**config.mk**
```make
export PLATFORM = sky130hd
export DESIGN_NAME = int_ret
export DESIGN_NICKNAME = d
export VERILOG_FILES = /design/src/rtl/int_ret_pkg.sv /design/src/rtl/int_ret_tmo.sv /design/src/rtl/int_ret.sv
export SDC_FILE = /design/constraint.sdc
export NUM_CORES = 1
export LEC_CHECK = 0
export ABC_CLOCK_PERIOD_IN_PS = 2100
export CORE_ASPECT_RATIO = 1.2
export CORE_UTILIZATION = 41
export CTS_BUF_LIST = sky130_fd_sc_hd__clkbuf_8
export CTS_CLUSTER_SIZE = 40
export DETAILED_ROUTE_END_ITERATION = 16
export GPL_TIMING_DRIVEN = 0
export PLACE_DENSITY = 0.82
export SYNTH_ARGS = -nofsm -noshare
export SYNTH_HDL_FRONTEND = slang
export SYNTH_HIERARCHICAL = 1
export SYNTH_SLANG_ARGS = --single-unit
```
**constraint.sdc**
```tcl
create_clock -name clk -period 2.1 [get_ports clk]
set_input_delay 0.42 -clock clk [delete_from_list [all_inputs] [get_ports clk]]
set_output_delay 0.42 -clock clk [all_outputs]
set_load 0.05 [all_outputs]
```
**src/rtl/int_ret_pkg.sv**
```systemverilog
// Shared CSR addresses, mstatus/mcause field positions and int_ret state encodings.
// Also holds helpers for the mstatus restore value and the redirect target (INT_RET_MEPC_ALIGN_EN).
package int_ret_pkg;

  localparam logic [11:0] CSR_MSTATUS = 12'h300;
  localparam logic [11:0] CSR_MEPC    = 12'h341;
  localparam logic [11:0] CSR_MCAUSE  = 12'h342;

  localparam int MSTATUS_MIE_BIT  = 3;
  localparam int MSTATUS_MPIE_BIT = 7;
  localparam int MCAUSE_EXT_INT   = 11;

  typedef enum logic [3:0] {
    S_IDLE    = 4'b0001,
    S_MSTATUS = 4'b0010,
    S_CMPL    = 4'b0100,
    S_JUMP    = 4'b1000
  } state_e;

  // mret semantics: MIE takes the old MPIE, MPIE is set to 1.
  function automatic logic [31:0] mstatus_ret(input logic [31:0] m);
    logic [31:0] r;
    r = m;
    r[MSTATUS_MIE_BIT]  = m[MSTATUS_MPIE_BIT];
    r[MSTATUS_MPIE_BIT] = 1'b1;
    return r;
  endfunction

  function automatic logic [31:0] ret_addr(input logic [31:0] mepc);
    logic [31:0] r;
    r = mepc;
`ifdef INT_RET_MEPC_ALIGN_EN
    r[1:0] = 2'b00;
`endif
    return r;
  endfunction

endpackage

```
**src/rtl/int_ret_tmo.sv**
```systemverilog
// Clearable saturating cycle counter with terminal-count flag for the completion wait.
// TMO=0 disables the terminal count entirely.
module int_ret_tmo #(
  parameter int TMO = 16
) (
  input  logic clk,
  input  logic rst,
  input  logic clr_i,
  input  logic en_i,
  output logic tc_o
);

  localparam int CW = (TMO > 2) ? $clog2(TMO) : 1;
  localparam logic [CW-1:0] CNT_MAX = (TMO == 0) ? {CW{1'b1}} : CW'(TMO - 1);

  logic [CW-1:0] cnt_q;
  logic [CW-1:0] cnt_d;

  always_comb begin
    cnt_d = cnt_q;
    if (clr_i) begin
      cnt_d = '0;
    end else if (en_i && (cnt_q != CNT_MAX)) begin
      cnt_d = cnt_q + 1'b1;
    end
  end

  always_ff @(posedge clk) begin
    if (rst) begin
      cnt_q <= '0;
    end else begin
      cnt_q <= cnt_d;
    end
  end

  assign tc_o = (TMO != 0) && (cnt_q == CNT_MAX);

endmodule

```
**src/rtl/int_ret.sv**
```systemverilog
// Interrupt-return sequencer: restores mstatus, completes the serviced ID, redirects to mepc.
// Optional INT_RET_MEPC_ALIGN_EN forces a word-aligned redirect target.
module int_ret
  import int_ret_pkg::*;
#(
  parameter int ID_W     = 1,
  parameter int CMPL_TMO = 16
) (
  input  logic            clk,
  input  logic            rst,
  input  logic            inst_mret_i,
  input  logic            int_busy_i,
  input  logic [ID_W-1:0] int_id_i,
  input  logic [31:0]     csr_mepc_i,
  input  logic [31:0]     csr_mstatus_i,
  input  logic [31:0]     csr_mcause_i,
  input  logic            cmpl_ready_i,
  output logic            csr_we_o,
  output logic [31:0]     csr_waddr_o,
  output logic [31:0]     csr_wdata_o,
  output logic            cmpl_valid_o,
  output logic [ID_W-1:0] cmpl_id_o,
  output logic            cmpl_err_o,
  output logic            stall_flag_o,
  output logic            int_assert_o,
  output logic [31:0]     int_addr_o
);

  state_e          state_q, state_d;
  logic [31:0]     mepc_q, mepc_d;
  logic [31:0]     mstatus_q, mstatus_d;
  logic [ID_W-1:0] id_q, id_d;
  logic            cause_ext_q, cause_ext_d;

  logic            csr_we_q, csr_we_d;
  logic [31:0]     csr_waddr_q, csr_waddr_d;
  logic [31:0]     csr_wdata_q, csr_wdata_d;
  logic            cmpl_valid_q, cmpl_valid_d;
  logic [ID_W-1:0] cmpl_id_q, cmpl_id_d;
  logic            cmpl_err_q, cmpl_err_d;
  logic            int_assert_q, int_assert_d;
  logic [31:0]     int_addr_q, int_addr_d;

  logic tmo_tc;
  logic tmo_clr;

  int_ret_tmo #(.TMO(CMPL_TMO)) u_tmo (
    .clk   (clk),
    .rst   (rst),
    .clr_i (tmo_clr),
    .en_i  (state_q == S_CMPL),
    .tc_o  (tmo_tc)
  );

  always_comb begin
    state_d     = state_q;
    mepc_d      = mepc_q;
    mstatus_d   = mstatus_q;
    id_d        = id_q;
    cause_ext_d = cause_ext_q;
    cmpl_err_d  = 1'b0;

    case (state_q)
      S_IDLE: begin
        if (inst_mret_i && !int_busy_i) begin
          state_d     = S_MSTATUS;
          mepc_d      = csr_mepc_i;
          mstatus_d   = csr_mstatus_i;
          id_d        = int_id_i;
          cause_ext_d = ((csr_mcause_i & 32'h7fff_ffff) == 32'(MCAUSE_EXT_INT));
        end
      end
      S_MSTATUS: state_d = cause_ext_q ? S_CMPL : S_JUMP;
      S_CMPL: begin
        // A handshake in the terminal-count cycle still counts as success.
        if (cmpl_ready_i) begin
          state_d = S_JUMP;
        end else if (tmo_tc) begin
          state_d    = S_JUMP;
          cmpl_err_d = 1'b1;
        end
      end
      S_JUMP:  state_d = S_IDLE;
      default: state_d = S_IDLE;
    endcase

    // Outputs are registered off the next state so they line up with the state they belong to.
    csr_we_d     = (state_d == S_MSTATUS);
    csr_waddr_d  = csr_we_d ? {20'h0, CSR_MSTATUS} : 32'h0;
    csr_wdata_d  = csr_we_d ? mstatus_ret(mstatus_d) : 32'h0;
    cmpl_valid_d = (state_d == S_CMPL);
    cmpl_id_d    = cmpl_valid_d ? id_d : '0;
    int_assert_d = (state_d == S_JUMP);
    int_addr_d   = int_assert_d ? ret_addr(mepc_d) : 32'h0;
  end

  assign tmo_clr = (state_d == S_CMPL) && (state_q != S_CMPL);

  always_ff @(posedge clk) begin
    if (rst) begin
      state_q      <= S_IDLE;
      mepc_q       <= 32'h0;
      mstatus_q    <= 32'h0;
      id_q         <= '0;
      cause_ext_q  <= 1'b0;
      csr_we_q     <= 1'b0;
      csr_waddr_q  <= 32'h0;
      csr_wdata_q  <= 32'h0;
      cmpl_valid_q <= 1'b0;
      cmpl_id_q    <= '0;
      cmpl_err_q   <= 1'b0;
      int_assert_q <= 1'b0;
      int_addr_q   <= 32'h0;
    end else begin
      state_q      <= state_d;
      mepc_q       <= mepc_d;
      mstatus_q    <= mstatus_d;
      id_q         <= id_d;
      cause_ext_q  <= cause_ext_d;
      csr_we_q     <= csr_we_d;
      csr_waddr_q  <= csr_waddr_d;
      csr_wdata_q  <= csr_wdata_d;
      cmpl_valid_q <= cmpl_valid_d;
      cmpl_id_q    <= cmpl_id_d;
      cmpl_err_q   <= cmpl_err_d;
      int_assert_q <= int_assert_d;
      int_addr_q   <= int_addr_d;
    end
  end

  assign csr_we_o     = csr_we_q;
  assign csr_waddr_o  = csr_waddr_q;
  assign csr_wdata_o  = csr_wdata_q;
  assign cmpl_valid_o = cmpl_valid_q;
  assign cmpl_id_o    = cmpl_id_q;
  assign cmpl_err_o   = cmpl_err_q;
  assign int_assert_o = int_assert_q;
  assign int_addr_o   = int_addr_q;
  assign stall_flag_o = (state_q != S_IDLE) || inst_mret_i;

endmodule
```
==> results.toml <==
[floorplan]
rows = 39
core_area_sq_mm = 0.00961
die_area_sq_mm = 0.0104
initial_core_util_pct = 42.7
fp.dieW_um = 93.3
die_y_um = 112
ios = 204

[logic_synthesis]
synthCells = 395
ys_seq_area_share_pct = 53.6
syn_avg_cell_area_sq_um = 10.4
synth_area_sq_mm = 0.00411
ys_ff_latch = 110
synth_cell_types = 42
ys_warn_count = 6

[detailed_routing]
remaining_drc_errors = 0
drt_iter0_drc = 85
wl_per_cell_um = 14.6
firstDrtPassIters = 4
drt_wl_total_um = 10700
postRouteAntennaNets = 0
via_per_inst = 4.90
vias = 3601

[timing]
finalSetupTns_ps = 0
max_freq_mhz = 501
drv_slew = 0
min_period_over_period_pct = 95.1
tightest_slew_ps = 731
setup_viol = 0
rsz0062_at_grt = "no"
worst_clock_skew_ps = 8.72
slew_headroom_pct = 51.3
hold_violations = 0
post-route-min-period_ps = 2000

[worst_hold_path]
hp-start = "u_tmo/cnt_q[1]"
hold_path.class = "flip-flop to flip-flop"

[power_and_ir_drop]
powerDensity_mw_per_mm2 = 647
ir_worst_vdd_mv = 0.338
p_leak_nw = 2.39
total_power_mw = 4.08

[setup_path]
critPathBufInv = 1
start_kind = "flip-flop"
r2r_slack_ps = 290
endpoint = "csr_we_o"
cp-startpoint = "csr_waddr_o[8]"
cp_slowest_stage_delay_ps = 820
required_ps = 1680
r2r-end = "int_addr_o[28]"
arrival_ps = 1580
path_cells = "clkdlybuf4s50_1"
worstSetupPathDepth = 1
crit_slowest_cell = "clkdlybuf4s50_1"
reg2regPathDepth = 5
crit_family = "buffers and inverters"
timing.rr.start = "state_q[1]"
cp_max_fo = 4
crit_type = "flip-flop to output pin"
end_kind = "output pin"

[cts]
clk_pin_slew_ps = 90
cts_tree = "done"
clk_path_buf_depth = 2
cts_root_buffer = "clkbuf_8"
insertion_delay_ps = 370
h-tree-depth = 3
postCtsHoldBufs = 0
cts_buffers = 9
cts.sinks = 110

[placed_design]
dpl-instance-area_sq_mm = 0.00608
gp_congestion = 0.736
io_buffers = 171
place_hpwl_um = 8290

[layout]
layout-drive-gt1-share_pct = 17.0
design_area_sq_mm = 0.00631
nFillCells = 740
antennaDiodeCount = 0
final_nets = 711
syn_to_final_growth_pct = 53.6

[global_route]
antenna_found_initial = 0
grt_max_degree = 17
grt_pass1_wl_um = 16900
grt_pass1_vias = 3553
overflow = 0
track_usage_pct = 21.0

[flow_run]
drv_cap = 0

[status]
status = "completed"
==> how the worst min path moves through the flow <==
stage	to	slack [ps]	cells past startpoint
6_report	u_tmo/cnt_q[1]	500	2
4_1_cts	u_tmo/cnt_q[1]	500	2
5_1_grt	u_tmo/cnt_q[1]	520	2
2_1_floorplan	u_tmo/cnt_q[1]	460	2
3_5_place_dp	u_tmo/cnt_q[1]	480	2
3_3_place_gp	u_tmo/cnt_q[1]	470	2
==> layer usage <==
| metal | track usage (%) | vias up | part of all wire, % |
|---|---|---|---|
| li1 | - | 1749 | - |
| met3 | 5.19 | 22 | 8.3 |
| met4 | 9.95 | 0 | 2.8 |
| met1 | 23.5 | 1630 | 39 |
| met5 | 0 | - | 0 |
| met2 | 37.0 | 200 | 50 |
==> per-stage QoR <==
stage	std cells	hold slack, ps	util [%]	setup slack, ps
after CTS	733	498	65.3	2.99
after detailed placement	718	484	63.2	-313
after global routing	735	525	65.6	34.4
after floorplan	424	459	-	391
after global placement	718	469	63.2	-299
final	735	501	65.6	102
==> cells in the final DEF, fill, tap and decap left out, types with 2 or more instances in the layout <==
cell type / instances
clkbuf_1: 16
o21ai_0: 33
a21oi_1: 34
dlymetal6s2s_1: 2
a211oi_1: 5
and2_1: 31
buf_6: 8
buf_4: 35
clkbuf_8: 11
dfxtp_1: 110
buf_1: 3
nor4b_1: 2
a211oi_2: 28
nand2_1: 3
buf_2: 3
clkdlybuf4s50_1: 167
clkinv_2: 2
nor2_1: 8
nand4b_1: 2
nor3_1: 2
nand3_1: 34
clkbuf_2: 6
nand4_1: 3
or4b_1: 2
inv_1: 4
nor4_1: 5
conb_1: 30
nand2b_1: 2
==> synth_stat cells, drive strengths merged <==
cell	n	area, sq um
dfxtp	110	2200
buf	46	359
nand3	35	180
a21oi	34	170
o21ai	34	174
a211oi	33	388
and2	31	194
clkbuf	23	87.6
nor2	8	30.0
nor4	5	31.3
inv	4	15.0
nand2	3	11.3
nand4	3	18.8
nor3	3	26.3
nor4b	3	32.5
or4b	3	33.8
nand2b	2	12.5
nand4b	2	17.5
o211ai	2	20.0
o41ai	2	25.0
a211o	1	8.76
a21boi	1	7.51
a31o	1	8.76
conb	1	3.75
ha	1	12.5
nor2b	1	6.26
nor4bb	1	10.0
o22a	1	8.76
o32a	1	10.0
==> flip-flops by register name, summed over array words and instances (netlist names), 4 cells and up <==
register	count
csr_wdata_o	31
int_addr_o	32
mepc_q	32
state_q	4
u_tmo/cnt_q	4
==> cells by family after synthesis <==
family          after synthesis  share of synthesized area (%)
flops                       110                           53.6
simple gates                100                           14.7
fa+ha+maj                     1                          0.305
other cells                   1                         0.0913
compound gates              110                           20.0
buf+inv                      73                           11.2
==> power by group <==
part | total (mW) | leakage [nW] | switching (mW) | internal, mW
sequential | 2.15 | 0.892 | 0.0127 | 2.13
clock | 1.24 | 0.0993 | 0.667 | 0.569
combinational | 0.697 | 1.40 | 0.390 | 0.307
total | 4.08 | 2.39 | 1.07 | 3.01
==> what timing repair did <==
item,in CTS,in global routing
endpoints found under the setup margin,2,39
pin swaps,0,1
gates resized for setup,10,12
setup buffers,0,2
==> cell type report <==
type,instances,area [sq um],area share [%]
Buffer,69,463,7.34
Clock buffer,10,138,2.18
Clock inverter,5,51.3,0.813
Inverter,4,15.0,0.238
Multi-Input combinational cell,241,1560,24.7
Sequential cell,110,2200,34.9
Tap cell,123,154,2.44
Timing Repair Buffer,173,1730,27.4
Note: power is estimated with default switching activity, not from simulation.
